**src/rtl/apb_bridge_pkg.sv**
```systemverilog
// Shared types and defaults for the APB master bridge.
// APB_TIMEOUT_EN (see apb_master_bridge) enables the ACCESS-phase watchdog.
package apb_bridge_pkg;

    typedef enum logic [1:0] {
        IDLE   = 2'd0,
        SETUP  = 2'd1,
        ACCESS = 2'd2,
        RESP   = 2'd3
    } apb_state_e;

    localparam int APB_TIMEOUT_DEFAULT = 256;

endpackage

```
**src/rtl/apb_master_bridge_if.sv**
```systemverilog
// APB3 bus bundle shared by the bridge (Master) and the interconnect or
// peripheral models (Slave).
interface APB_BUS #(
    parameter int ADDR_WIDTH = 32,
    parameter int DATA_WIDTH = 32
);
    logic [ADDR_WIDTH-1:0] paddr;
    logic [DATA_WIDTH-1:0] pwdata;
    logic                  pwrite;
    logic                  psel;
    logic                  penable;
    logic [DATA_WIDTH-1:0] prdata;
    logic                  pready;
    logic                  pslverr;

    modport Master (
        output paddr, pwdata, pwrite, psel, penable,
        input  prdata, pready, pslverr
    );

    modport Slave (
        input  paddr, pwdata, pwrite, psel, penable,
        output prdata, pready, pslverr
    );
endinterface

```
**src/rtl/apb_bridge_wdog.sv**
```systemverilog
// ACCESS-phase watchdog: counts stalled ACCESS cycles and flags the last one.
// Only instantiated when APB_TIMEOUT_EN is defined.
module apb_bridge_wdog #(
    parameter int TIMEOUT_CYCLES = 256
) (
    input  logic clk,
    input  logic rst,
    input  logic i_clear,
    input  logic i_count,
    output logic o_expired
);
    localparam int                CNT_W = $clog2(TIMEOUT_CYCLES);
    localparam logic [CNT_W-1:0]  LIMIT = CNT_W'(TIMEOUT_CYCLES - 1);

    logic [CNT_W-1:0] r_count;

    always_ff @(posedge clk or posedge rst) begin
        if (rst) begin
            r_count <= '0;
        end else if (i_clear) begin
            r_count <= '0;
        end else if (i_count) begin
            r_count <= r_count + 1'b1;
        end
    end

    // i_count already excludes pready, so a same-cycle pready is never expired
    assign o_expired = i_count && (r_count == LIMIT);

endmodule

```
**src/rtl/apb_master_bridge.sv**
```systemverilog
// Core req/gnt/rvalid port to single APB3 master transfers, one outstanding.
// Define APB_TIMEOUT_EN to abort ACCESS phases after TIMEOUT_CYCLES cycles.
module apb_master_bridge
    import apb_bridge_pkg::*;
#(
    parameter int APB_ADDR_WIDTH = 32,
    parameter int APB_DATA_WIDTH = 32,
    parameter int TIMEOUT_CYCLES = APB_TIMEOUT_DEFAULT
) (
    input  logic                      clk,
    input  logic                      rst,
    input  logic                      req_i,
    output logic                      gnt_o,
    input  logic [APB_ADDR_WIDTH-1:0] addr_i,
    input  logic                      we_i,
    input  logic [APB_DATA_WIDTH-1:0] wdata_i,
    output logic                      rvalid_o,
    output logic [APB_DATA_WIDTH-1:0] rdata_o,
    output logic                      err_o,
    APB_BUS.Master                    apb_master
);

    if (TIMEOUT_CYCLES < 2) begin : g_bad_timeout
        $error("apb_master_bridge: TIMEOUT_CYCLES must be >= 2");
    end

    apb_state_e                r_state;
    logic [APB_ADDR_WIDTH-1:0] r_paddr;
    logic [APB_DATA_WIDTH-1:0] r_pwdata;
    logic                      r_pwrite;
    logic                      r_psel;
    logic                      r_penable;
    logic                      r_rvalid;
    logic [APB_DATA_WIDTH-1:0] r_rdata;
    logic                      r_err;
    logic                      w_expired;
    logic                      w_unused_addr_lsb;

    assign w_unused_addr_lsb = ^addr_i[1:0];

`ifdef APB_TIMEOUT_EN
    apb_bridge_wdog #(
        .TIMEOUT_CYCLES (TIMEOUT_CYCLES)
    ) u_wdog (
        .clk       (clk),
        .rst       (rst),
        .i_clear   (r_state == SETUP),
        .i_count   ((r_state == ACCESS) && !apb_master.pready),
        .o_expired (w_expired)
    );
`else
    assign w_expired = 1'b0;
`endif

    // Gated by rst so the grant is low while reset is held
    assign gnt_o = req_i && (r_state == IDLE) && !rst;

    always_ff @(posedge clk or posedge rst) begin
        if (rst) begin
            r_state   <= IDLE;
            r_paddr   <= '0;
            r_pwdata  <= '0;
            r_pwrite  <= 1'b0;
            r_psel    <= 1'b0;
            r_penable <= 1'b0;
            r_rvalid  <= 1'b0;
            r_rdata   <= '0;
            r_err     <= 1'b0;
        end else begin
            case (r_state)
                IDLE: begin
                    if (req_i) begin
                        r_paddr  <= {addr_i[APB_ADDR_WIDTH-1:2], 2'b00};
                        r_pwrite <= we_i;
                        r_pwdata <= wdata_i;
                        r_psel   <= 1'b1;
                        r_state  <= SETUP;
                    end
                end
                SETUP: begin
                    r_penable <= 1'b1;
                    r_state   <= ACCESS;
                end
                ACCESS: begin
                    if (apb_master.pready) begin
                        r_rdata   <= r_pwrite ? '0 : apb_master.prdata;
                        r_err     <= apb_master.pslverr;
                        r_rvalid  <= 1'b1;
                        r_psel    <= 1'b0;
                        r_penable <= 1'b0;
                        r_state   <= RESP;
                    end else if (w_expired) begin
                        r_rdata   <= '0;
                        r_err     <= 1'b1;
                        r_rvalid  <= 1'b1;
                        r_psel    <= 1'b0;
                        r_penable <= 1'b0;
                        r_state   <= RESP;
                    end
                end
                RESP: begin
                    r_rvalid <= 1'b0;
                    r_rdata  <= '0;
                    r_err    <= 1'b0;
                    r_state  <= IDLE;
                end
                default: r_state <= IDLE;
            endcase
        end
    end

    assign rvalid_o           = r_rvalid;
    assign rdata_o            = r_rdata;
    assign err_o              = r_err;
    assign apb_master.paddr   = r_paddr;
    assign apb_master.pwdata  = r_pwdata;
    assign apb_master.pwrite  = r_pwrite;
    assign apb_master.psel    = r_psel;
    assign apb_master.penable = r_penable;

endmodule

```
**src/flat_wrapper.sv**
```systemverilog
// flat-port wrapper written by rule: the top's interface ports become plain ports
module apb_master_bridge_flat import apb_bridge_pkg::*;
#(
    parameter int APB_ADDR_WIDTH = 32,
    parameter int APB_DATA_WIDTH = 32,
    parameter int TIMEOUT_CYCLES = APB_TIMEOUT_DEFAULT
)
  (clk, rst, req_i, gnt_o, addr_i, we_i, wdata_i, rvalid_o, rdata_o, err_o, apb_master_paddr, apb_master_pwdata, apb_master_pwrite, apb_master_psel, apb_master_penable, apb_master_prdata, apb_master_pready, apb_master_pslverr);
  APB_BUS #(.ADDR_WIDTH((32)), .DATA_WIDTH((32))) apb_master_i ();
  input  logic clk;
  input  logic rst;
  input  logic req_i;
  output logic gnt_o;
  input  logic [APB_ADDR_WIDTH-1:0] addr_i;
  input  logic we_i;
  input  logic [APB_DATA_WIDTH-1:0] wdata_i;
  output logic rvalid_o;
  output logic [APB_DATA_WIDTH-1:0] rdata_o;
  output logic err_o;
  output wire logic [$bits(apb_master_i.paddr)-1:0] apb_master_paddr;
  output wire logic [$bits(apb_master_i.pwdata)-1:0] apb_master_pwdata;
  output wire logic [$bits(apb_master_i.pwrite)-1:0] apb_master_pwrite;
  output wire logic [$bits(apb_master_i.psel)-1:0] apb_master_psel;
  output wire logic [$bits(apb_master_i.penable)-1:0] apb_master_penable;
  input wire logic [$bits(apb_master_i.prdata)-1:0] apb_master_prdata;
  input wire logic [$bits(apb_master_i.pready)-1:0] apb_master_pready;
  input wire logic [$bits(apb_master_i.pslverr)-1:0] apb_master_pslverr;
  assign apb_master_paddr = apb_master_i.paddr;
  assign apb_master_pwdata = apb_master_i.pwdata;
  assign apb_master_pwrite = apb_master_i.pwrite;
  assign apb_master_psel = apb_master_i.psel;
  assign apb_master_penable = apb_master_i.penable;
  assign apb_master_i.prdata = apb_master_prdata;
  assign apb_master_i.pready = apb_master_pready;
  assign apb_master_i.pslverr = apb_master_pslverr;
  apb_master_bridge #(.APB_ADDR_WIDTH(APB_ADDR_WIDTH), .APB_DATA_WIDTH(APB_DATA_WIDTH), .TIMEOUT_CYCLES(TIMEOUT_CYCLES)) u_core (.clk(clk), .rst(rst), .req_i(req_i), .gnt_o(gnt_o), .addr_i(addr_i), .we_i(we_i), .wdata_i(wdata_i), .rvalid_o(rvalid_o), .rdata_o(rdata_o), .err_o(err_o), .apb_master(apb_master_i));
endmodule
```
**config.mk**
```make
export PLATFORM = sky130hd
export DESIGN_NAME = apb_master_bridge_flat
export DESIGN_NICKNAME = d
export VERILOG_FILES = /design/src/rtl/apb_bridge_pkg.sv /design/src/rtl/apb_master_bridge_if.sv /design/src/rtl/apb_bridge_wdog.sv /design/src/rtl/apb_master_bridge.sv /design/src/flat_wrapper.sv
export SDC_FILE = /design/constraint.sdc
export NUM_CORES = 1
export LEC_CHECK = 0
export BUFFER_PORTS_ARGS = -buffer_cell sky130_fd_sc_hd__buf_2
export CAP_MARGIN = 15
export CORE_MARGIN = 3
export CORE_UTILIZATION = 35
export DETAILED_ROUTE_END_ITERATION = 8
export PLACE_DENSITY = 0.67
export SLEW_MARGIN = 25
export SYNTH_ARGS = -nofsm -noshare
export SYNTH_HDL_FRONTEND = slang
export SYNTH_SLANG_ARGS = --single-unit
```
**constraint.sdc**
```tcl
create_clock -name clk -period 3.1 [get_ports clk]
set_input_delay 0.465 -clock clk [delete_from_list [all_inputs] [get_ports clk]]
set_output_delay 0.465 -clock clk [all_outputs]
set_load 0.01 [all_outputs]
```
==> results.cfg <==
[yosys]
synth_edf_count = 0
syn_inst = 315
synth.distinct_cells = 19
syn_area_per_cell_um2 = 12.7
yosysTopAreaCellShare_pct = 63.1
synth-compound-area-share_pct = 4.78
synth_seq_area_share_pct = 63.1
ys_top_cells_by_count = dfrtp_1 (101), nand2_1 (70), mux2_2 (64), o21ai_0 (27), o21ai_1 (10)
syn_area_um2 = 4010
ys_ff_latch = 101
synth_fa_ha_area_share_pct = 2.19
synth.most_common_cell = dfrtp_1
synth_top_family_by_area = multiplexers
synthSimpleGateAreaFrac_pct = 7.46
muxShareOfSynthArea_pct = 18.8
synth_top_cell_by_area = dfrtp_1
synth-async-reset-ratio_pct = 100
yosysWarnings = 0
synth_xor_area_share_pct = 0
yosys-top-cells-area = dfrtp_1 (63%), mux2_2 (18%), nand2_1 (6.6%)
synth-main-ff-cell = dfrtp_1

[finish]
fin_nets = 625
area_growth_pct = 35.5
drive_above_1_share_pct = 55.9
diodes = 0
utilization_pct = 49.2

[critical_path]
rrSetupSlack_ns = 1.01
start_kind = flop
critPathArrivalTime_ns = 1.92
slowest_stage = dfrtp_1
timing.rr.end = u_core.apb_master.paddr[24]$_DFFE_PP0P_
r2r_start = u_core.r_state[1]$_DFFE_PP0P_
cp_max_fo = 29
r2r_cells = 5
cp-end-kind = primary output
critPathKind = reg2out
cp_cell_sequence = inv_1 -> ha_1 -> nand2_2 -> nor2_1 -> buf_2
critPathRequiredTime_ns = 2.63
cpPeakStageDelay_ns = 0.42

[route]
num_vias = 2964
vias_per_cell = 4.48
wire_per_inst_um = 13.7
drtPass1Iterations = 4
drcViolationCount = 0
detail-route-antenna-nets = 0
drt_iter0_drc = 135
wl_um = 9040

[pwr]
switching_share_pct = 35.5
p_switching_uw = 2000
power_uw = 5630
p_int_uw = 3630
power_frac_comb_pct = 41.6
total_leakage_power_uw = 0.00280
p_clk_share_pct = 18.7
peakVddDrop_v = 0.000628
power.share.sequential_pct = 39.7
power_density_nw_per_um2 = 1040

[clock_tree]
post_cts_buffers = 0
ctsLongestPathBuffers = 2
cts_resized = 0
clk-insertion-delay-late_ns = 0.34
cts.hold.buffers_added = 0
clkTransAtPathRegs_ns = 0.06
htree_levels = 3
cts-root-buf = clkbuf_16
cts.sink_count = 101
cts_made_buffers = 9
cts_tree = yes

[sta]
maxSlewViolCount = 0
rsz0062_at_grt = no
worstMarginPinSlew_ns = 0.706
hold_ws_ns = 0.252
fmax_mhz = 420
setup_viol = 0
skew_ns = 0.00502
maxSlewHeadroom_pct = 52.8
period_share_pct = 76.8
finalHoldViolations = 0
setup-tns-final_ns = 0
min_period_ns = 2.38

[run]
drv_cap = 0

[placement]
dp_hpwl_um = 6700
gp_congestion = 0.732
port_buffers = 199

[grt]
antenna_found_initial = 0
gr-usage-all-layers_pct = 14.3
grt_max_degree = 102
grt-ovfl-total = 0
grt_pass1_wl_um = 14600
first_global_vias = 2981

[die]
core-area_um2 = 11000
die_x_um = 113
ios = 204
rows = 38
start_util_pct = 36.3
die_y_um = 113
die_area_um2 = 12800

[hold_path]
hold_path_class = in2async

[status]
status = finished clean
==> power by group through the flow <==
stage,Clock [µW],Combinational [µW],Sequential (µW)
6_report,1050,2340,2240
5_1_grt,1140,2590,2330
4_1_cts,1090,2390,2250
3_5_place_dp,0,2380,2270
3_3_place_gp,0,2330,2230
2_1_floorplan,0,1210,2540
==> layout make-up <==
class / instances / area, µm²
Tap cell: 140 / 175
Clock inverter: 4 / 22.5
Multi-Input combinational cell: 191 / 1350
Sequential cell: 101 / 2530
Inverter: 5 / 22.5
Fill cell: 995 / 5600
Timing Repair Buffer: 208 / 1080
Clock buffer: 12 / 256
==> registers in the layout (all words and copies together) (netlist names) <==
| name | count |
|---|---|
| u_core.apb_master.penable | 1 |
| u_core.r_state | 2 |
| u_core.apb_master.pwdata | 32 |
| u_core.apb_master.pwrite | 1 |
| u_core.rvalid_o | 1 |
| u_core.err_o | 1 |
| u_core.apb_master.psel | 1 |
| u_core.rdata_o | 32 |
| u_core.apb_master.paddr | 30 |
==> cells in the final DEF, fill, tap and decap left out, drive strengths merged, types with 3 or more instances in the layout <==
cell,instances
mux2,64
clkbuf,12
o21ai,37
buf,208
nor2,4
dfrtp,101
inv,4
clkinv,3
nand2,71
ha,7
mux2i,3
==> how the worst max path moves through the flow <==
stage	slack, ns	cells after the start	startpoint	endpoint
floorplan	1.43	1	rst	u_core.apb_master.paddr[10]$_DFFE_PP0P_
global placement	1.06	5	u_core.r_state[0]$_DFFE_PP0P_	u_core.apb_master.paddr[25]$_DFFE_PP0P_
detailed placement	0.99	5	u_core.r_state[0]$_DFFE_PP0P_	u_core.apb_master.paddr[26]$_DFFE_PP0P_
CTS	0.66	5	u_core.r_state[0]$_DFFE_PP0P_	gnt_o
global route	0.49	5	u_core.r_state[0]$_DFFE_PP0P_	gnt_o
finish	0.72	5	u_core.r_state[0]$_DFFE_PP0P_	gnt_o
==> cell families after synthesis <==
group,Yosys count
mux,67
other cells,1
buf+inv,24
flops,101
simple gates,77
fa+ha+maj,7
compound gates,38
==> through the flow <==
step / setup slack [ns] / instances / cell area [µm²]
floorplan: 1.43 / 316 / 4020
global placement: 1.06 / 645 / 5150
detailed placement: 0.994 / 645 / 5150
CTS: 0.661 / 661 / 5430
global route: 0.492 / 661 / 5430
finish: 0.719 / 661 / 5430
==> critical path, delay by kind of cell, from the launching register on <==
| family | cells | cell delay [ns] |
|---|---|---|
| buffers and inverters | 2 | 0.32 |
| adder cells (fa/ha/maj) | 1 | 0.21 |
| AND/OR/NAND/NOR | 2 | 0.62 |
| flip-flops | 1 | 0.42 |
==> metal layers <==
layer / track usage [%] / share of wire [%] / up-vias
li1: - / - / 1444
met3: 3.58 / 7.3 / 19
met2: 23.4 / 49 / 121
met1: 17.6 / 41 / 1380
met4: 7.21 / 2.7 / 0
met5: 0 / 0 / -
Power figures use the tool's default switching activity.
